$ cat src/rtl/noc_rx_if.sv
// Bundle of the NoC-side 4-phase handshake and the consumer-side valid/ready bus
// of the receive depacketizer.
interface noc_rx_if #(
  parameter int unsigned WIDTH = 39
);
  logic             noc_req;
  logic [WIDTH-1:0] noc_data;
  logic             noc_ack;
  logic             out_valid;
  logic             out_ready;
  logic [3:0]       out_src;
  logic [2:0]       out_type;
  logic [27:0]      out_payload;

  modport master (
    output noc_req, noc_data, out_ready,
    input  noc_ack, out_valid, out_src, out_type, out_payload
  );

  modport slave (
    input  noc_req, noc_data, out_ready,
    output noc_ack, out_valid, out_src, out_type, out_payload
  );
endinterface

$ cat src/rtl/noc_rx_depacketizer.sv
// NoC receive stage: synchronizes a 4-phase req/ack handshake, filters packets by
// destination, buffers hits in a FIFO and presents decoded fields over valid/ready.
module noc_rx_depacketizer #(
  parameter int unsigned WIDTH   = 39,
  parameter logic [3:0]  MY_ADDR = 4'd0,
  parameter int unsigned DEPTH   = 4,
  parameter int unsigned CNT_W   = 16
) (
  input  logic             clk,
  input  logic             rst_n,
  noc_rx_if.slave          bus,
  output logic [CNT_W-1:0] pkt_count,
  output logic [CNT_W-1:0] drop_count
);

  localparam int unsigned        PtrW    = $clog2(DEPTH);
  localparam logic [PtrW:0]      FullCnt = (PtrW + 1)'(DEPTH);
  localparam logic [PtrW:0]      CntOne  = 1;
  localparam logic [PtrW-1:0]    PtrOne  = 1;
  localparam logic [CNT_W-1:0]   StatOne = 1;

  typedef enum logic [1:0] {StIdle = 2'd0, StAck = 2'd1} state_e;

  state_e           state_q, state_d;
  logic             ack_q, ack_d;
  logic             req_meta_q, req_s_q;
  logic [1:0]       sync_vld_q;
  logic             armed_q;
  logic [WIDTH-1:0] mem_q [DEPTH];
  logic [PtrW-1:0]  wr_ptr_q, rd_ptr_q;
  logic [PtrW:0]    count_q, count_d;
  logic [CNT_W-1:0] pkt_cnt_q, drop_cnt_q;
  logic             full, capture, addr_hit, push, pop;
  logic [WIDTH-1:0] head;

  assign full     = (count_q == FullCnt);
  assign addr_hit = (bus.noc_data[WIDTH-1 -: 4] == MY_ADDR);
  assign push     = capture & addr_hit;
  assign pop      = (count_q != '0) & bus.out_ready;

  always_comb begin
    state_d = state_q;
    ack_d   = ack_q;
    capture = 1'b0;
    unique case (state_q)
      StIdle: begin
        if (req_s_q && armed_q && !full) begin
          capture = 1'b1;
          ack_d   = 1'b1;
          state_d = StAck;
        end
      end
      StAck: begin
        if (!req_s_q) begin
          ack_d   = 1'b0;
          state_d = StIdle;
        end
      end
      default: begin
        ack_d   = 1'b0;
        state_d = StIdle;
      end
    endcase
  end

  always_comb begin
    count_d = count_q;
    if (push && !pop) begin
      count_d = count_q + CntOne;
    end else if (!push && pop) begin
      count_d = count_q - CntOne;
    end
  end

  // sync_vld_q marks req_s as a real sample rather than the reset value, so a
  // request still held across reset can never arm the receiver.
  always_ff @(posedge clk or negedge rst_n) begin
    if (!rst_n) begin
      req_meta_q <= 1'b0;
      req_s_q    <= 1'b0;
      sync_vld_q <= 2'b00;
      armed_q    <= 1'b0;
      state_q    <= StIdle;
      ack_q      <= 1'b0;
    end else begin
      req_meta_q <= bus.noc_req;
      req_s_q    <= req_meta_q;
      sync_vld_q <= {sync_vld_q[0], 1'b1};
      armed_q    <= armed_q | (sync_vld_q[1] & ~req_s_q);
      state_q    <= state_d;
      ack_q      <= ack_d;
    end
  end

  always_ff @(posedge clk or negedge rst_n) begin
    if (!rst_n) begin
      for (int i = 0; i < DEPTH; i++) begin
        mem_q[i] <= '0;
      end
      wr_ptr_q <= '0;
      rd_ptr_q <= '0;
      count_q  <= '0;
    end else begin
      if (push) begin
        mem_q[wr_ptr_q] <= bus.noc_data;
        wr_ptr_q        <= wr_ptr_q + PtrOne;
      end
      if (pop) begin
        rd_ptr_q <= rd_ptr_q + PtrOne;
      end
      count_q <= count_d;
    end
  end

  always_ff @(posedge clk or negedge rst_n) begin
    if (!rst_n) begin
      pkt_cnt_q  <= '0;
      drop_cnt_q <= '0;
    end else if (capture) begin
      if (addr_hit) begin
        if (pkt_cnt_q != '1) pkt_cnt_q <= pkt_cnt_q + StatOne;
      end else begin
        if (drop_cnt_q != '1) drop_cnt_q <= drop_cnt_q + StatOne;
      end
    end
  end

  assign head            = mem_q[rd_ptr_q];
  assign bus.noc_ack     = ack_q;
  assign bus.out_valid   = (count_q != '0);
  assign bus.out_src     = head[34:31];
  assign bus.out_type    = head[30:28];
  assign bus.out_payload = head[27:0];
  assign pkt_count       = pkt_cnt_q;
  assign drop_count      = drop_cnt_q;

endmodule
$ cat src/flat_wrapper.sv
// flat-port wrapper written by rule: the top's interface ports become plain ports
module noc_rx_depacketizer_flat 
#(
  parameter int unsigned WIDTH   = 39,
  parameter logic [3:0]  MY_ADDR = 4'd0,
  parameter int unsigned DEPTH   = 4,
  parameter int unsigned CNT_W   = 16
)
  (clk, rst_n, pkt_count, drop_count, bus_noc_req, bus_noc_data, bus_out_ready, bus_noc_ack, bus_out_valid, bus_out_src, bus_out_type, bus_out_payload);
  noc_rx_if #(.WIDTH(WIDTH)) bus_i ();
  input  logic clk;
  input  logic rst_n;
  output logic [CNT_W-1:0] pkt_count;
  output logic [CNT_W-1:0] drop_count;
  input wire logic [$bits(bus_i.noc_req)-1:0] bus_noc_req;
  input wire logic [$bits(bus_i.noc_data)-1:0] bus_noc_data;
  input wire logic [$bits(bus_i.out_ready)-1:0] bus_out_ready;
  output wire logic [$bits(bus_i.noc_ack)-1:0] bus_noc_ack;
  output wire logic [$bits(bus_i.out_valid)-1:0] bus_out_valid;
  output wire logic [$bits(bus_i.out_src)-1:0] bus_out_src;
  output wire logic [$bits(bus_i.out_type)-1:0] bus_out_type;
  output wire logic [$bits(bus_i.out_payload)-1:0] bus_out_payload;
  assign bus_i.noc_req = bus_noc_req;
  assign bus_i.noc_data = bus_noc_data;
  assign bus_i.out_ready = bus_out_ready;
  assign bus_noc_ack = bus_i.noc_ack;
  assign bus_out_valid = bus_i.out_valid;
  assign bus_out_src = bus_i.out_src;
  assign bus_out_type = bus_i.out_type;
  assign bus_out_payload = bus_i.out_payload;
  noc_rx_depacketizer #(.WIDTH(WIDTH), .MY_ADDR(MY_ADDR), .DEPTH(DEPTH), .CNT_W(CNT_W)) u_core (.clk(clk), .rst_n(rst_n), .bus(bus_i), .pkt_count(pkt_count), .drop_count(drop_count));
endmodule
$ cat config.mk
export PLATFORM = sky130hd
export DESIGN_NAME = noc_rx_depacketizer_flat
export DESIGN_NICKNAME = d
export VERILOG_FILES = /design/src/rtl/noc_rx_if.sv /design/src/rtl/noc_rx_depacketizer.sv /design/src/flat_wrapper.sv
export SDC_FILE = /design/constraint.sdc
export NUM_CORES = 1
export LEC_CHECK = 0
export ABC_CLOCK_PERIOD_IN_PS = 2800
export CORE_ASPECT_RATIO = 2
export CORE_UTILIZATION = 30
export CTS_BUF_LIST = sky130_fd_sc_hd__clkbuf_16
export DETAILED_ROUTE_END_ITERATION = 8
export GPL_TIMING_DRIVEN = 0
export PLACE_DENSITY = 0.46
export REMOVE_ABC_BUFFERS = 1
export SLEW_MARGIN = 30
export SYNTH_ARGS = -nofsm -noshare
export SYNTH_HDL_FRONTEND = slang
export SYNTH_SLANG_ARGS = --single-unit
$ cat constraint.sdc
create_clock -name clk -period 2.8 [get_ports clk]
set_input_delay 0.56 -clock clk [delete_from_list [all_inputs] [get_ports clk]]
set_output_delay 0.56 -clock clk [all_outputs]
set_load 0.005 [all_outputs]
==> metrics.yaml, run 1 <==
finalSetupViolCount: 0
place_inst: 964
core_um2: 26800
area_delta_synth_final_pct: 26.3
fin_setup_tns_ps: 0
antenna_found_initial: 0
final_cell_mix: "183 x dfrtp_1, 143 x mux2_2, 110 x clkdlybuf4s50_1"
end_kind: "output port"
overflow: 0
critical_path_class: "reg -> out"
outcome: "finished, final reports clean"
layout-drive-gt1-share_pct: 34.9
seqCellArea_um2: 4640
clk_pin_slew_worst_paths_ps: 70
netSwitchingFraction_pct: 27.1
grt_max_degree: 74
powerDensity_nw_per_um2: 797
hold_buffers: 0
drc: 0
grt_pass1_vias: 5403
p_int_mw: 6.00
cp_max_fo: 19
ys_seq_elements: 185
root_buffer: "clkbuf_16"
grt_first_pass_wirelength_um: 30700
cts_made_buffers: 17
power_frac_seq_pct: 43.0
slew_viol_final: 0
peakVddDrop_mv: 0.532
drt-vias-per-instance: 4.76
path_delay_family: "buffers and inverters"
grt.total_usage_pct: 14.6
hold_viol: 0
wl_um: 18800
multi_input_area_um2: 3330
clock_sinks: 185
ys_types: 38
setup_slack_ps: 106
fin_crit_ps: 2690
num-fill-cells: 2593
final.period_utilization_pct: 96.2
gp_congestion: 0.732
cpPeakStageDelay_ps: 570
max_freq_mhz: 371
drv_cap: 0
diodes: 0
synth_area_leaders: "dfrtp_1 57%, mux2_2 20%, mux4_2 9.6%, xor2_1 2.8%, buf_6 1.2%"
rsz0062_at_grt: "no"
clk_latency_ps: 440
num_rows: 85
portBuffers: 111
die-area_um2: 27900
initial_utilization_pct: 30.5
clk_path_buf_depth: 2
fin_util_pct: 38.5
cts_tree: "yes"
cpMaxStageDelayCell: "mux4_2"
first_pass_iters: 4
syn_inst: 526
p_comb_share_pct: 27.5
cp.arrival_ps: 2130
drt_iter0_markers: 154
hold_class: "in -> async"
yosysWarnings: 0
cts_setup_buffers: 4
cp.required_ps: 2240
post_cts_resized: 0
yosysTopAreaCellShare_pct: 56.6
r2r_slack_ps: 480
fp.dieH_um: 235
dp_hpwl_um: 11700
htree_num_levels: 4
pin_count: 112
die_w_um: 119
syn_area_per_cell_um2: 15.5
fin_cells: 1002
skew_ps: 7.01
nets: 692
antenna_left: 0
p_clk_share_pct: 29.5
relSlewSlack_pct: 52.4
yosysTopAreaCell: "dfrtp_1"
worstPathBufferInverterCount: 2
layout_commonest_cell: "dfrtp_1"
worstSetupStartpointType: "register"
crit_chain: "buf_12 > mux4_2 > clkdlybuf4s50_1"
place_worst_setup_slack_ps: -518
worst_slew_pin_slew_ps: 708
vias: 4765
switchingPower_mw: 2.23
p_leak_nw: 4.82
synth_area_um2: 8170
post_drt_wl_per_cell_um: 18.8
synth.yosys.seq_area_share_pct: 56.6
==> metrics by stage <==
stage          total power, mW  hold slack (ps)  cell area [µm²]
6_report                  8.23             10.4            10300
5_1_grt                   8.70             11.1            10300
4_1_cts                   8.34            0.167            10300
3_5_place_dp              5.77              337             9620
3_3_place_gp              5.62              333             9510
2_1_floorplan             4.71              264             7960
==> flip-flops by register name (all words and copies together), names as in the netlist <==
name / cells
u_core.pkt_count: 16
u_core.sync_vld_q: 2
u_core.rd_ptr_q: 2
u_core.req_meta_q: 1
u_core.mem_q: 140
u_core.count_q: 3
u_core.bus.noc_ack: 1
u_core.wr_ptr_q: 2
u_core.drop_count: 16
u_core.armed_q: 1
u_core.req_s_q: 1
==> cell type report <==
type / count / area share [%]
Multi-Input combinational cell: 308 / 32.3
Sequential cell: 185 / 44.9
Inverter: 9 / 0.327
Clock inverter: 15 / 1.55
Clock buffer: 17 / 4.12
Tap cell: 348 / 4.22
Timing Repair Buffer: 120 / 12.6
==> synthesized netlist by cell type <==
cell / n
nor3_2: 2
and4_1: 3
a31oi_1: 1
or3_1: 1
nor4_1: 6
nand4b_1: 1
buf_2: 4
buf_6: 9
conb_1: 1
mux2_2: 143
clkbuf_8: 4
nand2_2: 4
nor2_1: 16
nand3b_1: 1
mux4_2: 35
a21oi_1: 1
inv_1: 9
ha_1: 7
clkbuf_1: 5
nor4b_1: 1
o21ai_0: 2
and3_1: 5
and2_1: 1
nand3_1: 13
buf_4: 2
o31ai_2: 1
nand4_1: 6
fa_1: 1
or2_2: 1
nand2_1: 11
xor2_1: 26
xnor2_1: 9
o21a_1: 1
o21ai_2: 1
dfrtp_1: 185
nor3_1: 5
nor3b_1: 1
nor3b_2: 1
==> layer usage <==
layer | global-route usage, % | share of wire (%)
met1 | 16.4 | 40
met2 | 26.2 | 55
met3 | 4.00 | 3.6
met4 | 5.26 | 1.7
met5 | 0 | 0
==> worst register-to-register path, cell delays in order (launching register included) <==
cell	delay (ps)
dfrtp_1	400
nand3b_1	230
nor3_1	620
o31ai_4	310
nor4b_1	520
xor2_1	110
==> power by group through the flow <==
stage	registers (mW)	logic (mW)	clock network, mW
6_report	3.54	2.27	2.42
5_1_grt	3.61	2.47	2.63
4_1_cts	3.60	2.21	2.53
3_5_place_dp	3.80	1.97	0
3_3_place_gp	3.82	1.79	0
2_1_floorplan	3.64	1.07	0
==> kinds of logic after synthesis <==
kind of cell             share of synthesized area (%)
adder cells (fa/ha/maj)                           1.32
buffers and inverters                             2.99
multiplexers                                      29.3
AO/OA/AOI/OAI                                    0.612
XOR/XNOR                                          3.75
flip-flops                                        56.6
other                                           0.0459
AND/OR/NAND/NOR                                   5.30
==> worst paths after layout <==
kind,startpoint,cells past startpoint,endpoint
setup / recovery,u_core.rd_ptr_q[0],3,bus_out_payload[4]
hold / removal,rst_n,1,u_core.mem_q[39]
setup reg to reg,u_core.bus.noc_ack,5,u_core.drop_count[11]
hold reg to reg,u_core.sync_vld_q[0],0,u_core.sync_vld_q[1]
max in group asynchronous,rst_n,3,u_core.mem_q[82]
min in group clk,u_core.sync_vld_q[0],0,u_core.sync_vld_q[1]
Power figures use the tool's default switching activity.
==> run 2: changes to the inputs <==
--- a/config.mk
+++ b/config.mk
@@ -6,7 +6,7 @@
 export NUM_CORES = 1
 export LEC_CHECK = 0
 export ABC_CLOCK_PERIOD_IN_PS = 2800
-export CORE_ASPECT_RATIO = 2
+export CORE_ASPECT_RATIO = 1.4
 export CORE_UTILIZATION = 30
 export CTS_BUF_LIST = sky130_fd_sc_hd__clkbuf_16
 export DETAILED_ROUTE_END_ITERATION = 8
==> run 2 against run 1 <==
  * Non-clock buffer count grew 1
  * First-iteration DRC count is 29% lower
  * Register-to-register slack is essentially flat
  * Worst hold slack gained 350 ps
  * Via count decreased by 0.55%
  * Combinational power is 2% lower
  * Design area is 0.41% lower
  * Critical path depth unchanged
  * Maximum frequency fell by 0.89%
  * Highest routed layer unchanged
  * Sequential share of layout area grew 0.19 points
  * Critical endpoint is now bus_out_payload[3]
  * Global-route usage fell by 0.64 points
==> metrics.yaml, run 2 (same netlist as run 1, synthesis figures left out) <==
outcome: "finished, final reports clean"  # unchanged
r2r_slack_ps: 470  # was 480 ps
antenna_left: 0  # unchanged
skew_ps: 7.14  # was 7.01 ps
top_register: "u_core.mem_q"  # unchanged
worst_slew_pin_slew_ps: 684  # was 708 ps
clk_latency_ps: 430  # was 440 ps
core_um2: 26800  # about the same
largest_register_ffs: 140  # unchanged
gp_congestion: 0.728  # was 0.732
cp.required_ps: 2240  # about the same
worstSetupStartpointType: "register"  # unchanged
min_from: "u_core.req_meta_q"
rr_startpoint: "u_core.count_q[0]"  # was u_core.bus.noc_ack
drt-vias-per-instance: 4.65  # was 4.76
htree_num_levels: 4  # unchanged
pin_count: 112  # unchanged
die_w_um: 141  # was 119 µm
drt_iter0_markers: 109  # was 154
reg2reg_to: "u_core.mem_q[143]"  # was u_core.drop_count[11]
grt_first_pass_wirelength_um: 29300  # was 30700 µm
vias: 4739  # was 4765
clk_pin_slew_worst_paths_ps: 70  # about the same
drc: 0  # unchanged
antenna_found_initial: 1  # was 0
dp_hpwl_um: 11100  # was 11700 µm
cpPeakStageDelay_ps: 530  # was 570 ps
rsz0062_at_grt: "yes"  # was no
clock_sinks: 185  # unchanged
whs_endpoint: "u_core.req_s_q"
finalSetupViolCount: 0  # unchanged
root_buffer: "clkbuf_16"  # unchanged
fin_crit_ps: 2720  # was 2690 ps
layout_commonest_cell: "dfrtp_1"  # unchanged
relSlewSlack_pct: 54.4  # was 52.4%
nets: 693  # was 692
initial_utilization_pct: 30.5  # about the same
diodes: 0  # unchanged
final.period_utilization_pct: 97.1  # was 96.2%
num-fill-cells: 2559  # was 2593
reg2reg_depth: 5  # unchanged
die-area_um2: 27900  # about the same
hold_class: "reg -> reg"  # was in -> async
max_freq_mhz: 368  # was 371 MHz
grt_max_degree: 88  # was 74
portBuffers: 111  # unchanged
post_drt_wl_per_cell_um: 17.6  # was 18.8 µm
cts_tree: "yes"  # unchanged
layout-drive-gt1-share_pct: 34.8  # was 34.9%
clk_path_buf_depth: 2  # unchanged
grt_pass1_vias: 5423  # was 5403
fin_cells: 1020  # was 1002
power_mw: 7.90  # was 8.23 mW
powerDensity_nw_per_um2: 768  # was 797 nW/µm²
final_cell_mix: "183 x dfrtp_1, 143 x mux2_2, 104 x clkdlybuf4s50_1"  # was 183 x dfrtp_1, 143 x mux2_2, 110 x clkdlybuf4s50_1
place_inst: 982  # was 964
peakVddDrop_mv: 0.481  # was 0.532 mV
num_rows: 71  # was 85
fp.dieH_um: 197  # was 235 µm
drv_cap: 0  # unchanged
first_pass_iters: 5  # was 4
area_delta_synth_final_pct: 25.8  # was 26.3%
placedInstanceArea_um2: 9670  # was 9620 µm²
cpMaxStageDelayCell: "mux4_2"  # unchanged
cp_max_fo: 11  # was 19
end_kind: "output port"  # unchanged
grt.total_usage_pct: 14.0  # was 14.6%
critical_path_class: "reg -> out"  # unchanged
hold_viol: 0  # unchanged
p_leak_nw: 4.89  # was 4.82 nW
cp.arrival_ps: 2160  # was 2130 ps
slew_viol_final: 0  # unchanged
wl_um: 18000  # was 18800 µm
holdPathStages: 0
cts_made_buffers: 17  # unchanged
final_area_um2: 10300  # about the same
crit_chain: "buf_6 > mux4_2 > clkdlybuf4s50_1"  # was buf_12 > mux4_2 > clkdlybuf4s50_1
overflow: 0  # unchanged
run 2: cell count changes in the layout (fill, tap and decap cells not counted), sizes merged:
cell           previous run  this run
dlymetal6s2s              0         6
bufinv                    3         0
inv                      10        13
dlygate4sd3               0         1
clkinv                    8         6
clkinvlp                  3         5
clkdlybuf4s50           110       104
run 2: worst max-delay path by stage:
stage,startpoint,end,depth (start not counted)
finish,u_core.rd_ptr_q[0],bus_out_payload[3],3
global route,u_core.rd_ptr_q[0],bus_out_payload[18],3
CTS,u_core.rd_ptr_q[0],bus_out_type[2],3
detailed placement,bus_noc_data[36],u_core.count_q[2],9
global placement,rst_n,u_core.mem_q[123],1
floorplan,u_core.rd_ptr_q[0],bus_out_payload[0],1
run 2: metrics by stage:
step                      hold WS, ps  worst slack [ps]  setup TNS [ps]  util [%]
after floorplan                   264              52.2               0         -
after global placement            338             -6140        -1299980      35.5
after detailed placement          337              -602          -67180      36.1
after CTS                         360              7.76               0      38.2
after global routing              367             -13.3           -30.4      38.3
final                             356              81.4               0      38.3
run 2: cell type report:
type / instances / area [µm²] / area share, %
repair buffers: 121 / 1310 / 12.7
multi-input cells: 308 / 3330 / 32.4
inverters: 9 / 33.8 / 0.329
clock buffers: 17 / 425 / 4.14
clock inverters: 15 / 90.1 / 0.876
flip-flops and latches: 185 / 4640 / 45.1
well taps: 365 / 457 / 4.44
run 2: timing repair:
item                                    4_1_cts  5_1_grt
hold buffers                                  1        0
hold endpoints to repair                     26        0
setup buffers                                 5        0
endpoints found under the setup margin       34        6
gates resized for setup                       1        7
run 2: power by group:
group          internal (mW)  switching (mW)
clock                   1.12            1.03
sequential              3.20           0.332
combinational           1.37           0.843
run 2: critical path: cells and delay by family, from the launching register on:
family | cells | cell delay, ps
multiplexers | 1 | 530
flip-flops | 1 | 460
buffers and inverters | 2 | 750
run 2: metal layers:
metal | global-route usage, % | routed length (µm) | vias to the layer above
met5 | 0 | 0 | -
met1 | 16.7 | 7860 | 2462
met4 | 6.45 | 427 | 0
li1 | - | - | 2155
met3 | 3.37 | 796 | 26
met2 | 23.7 | 8910 | 96
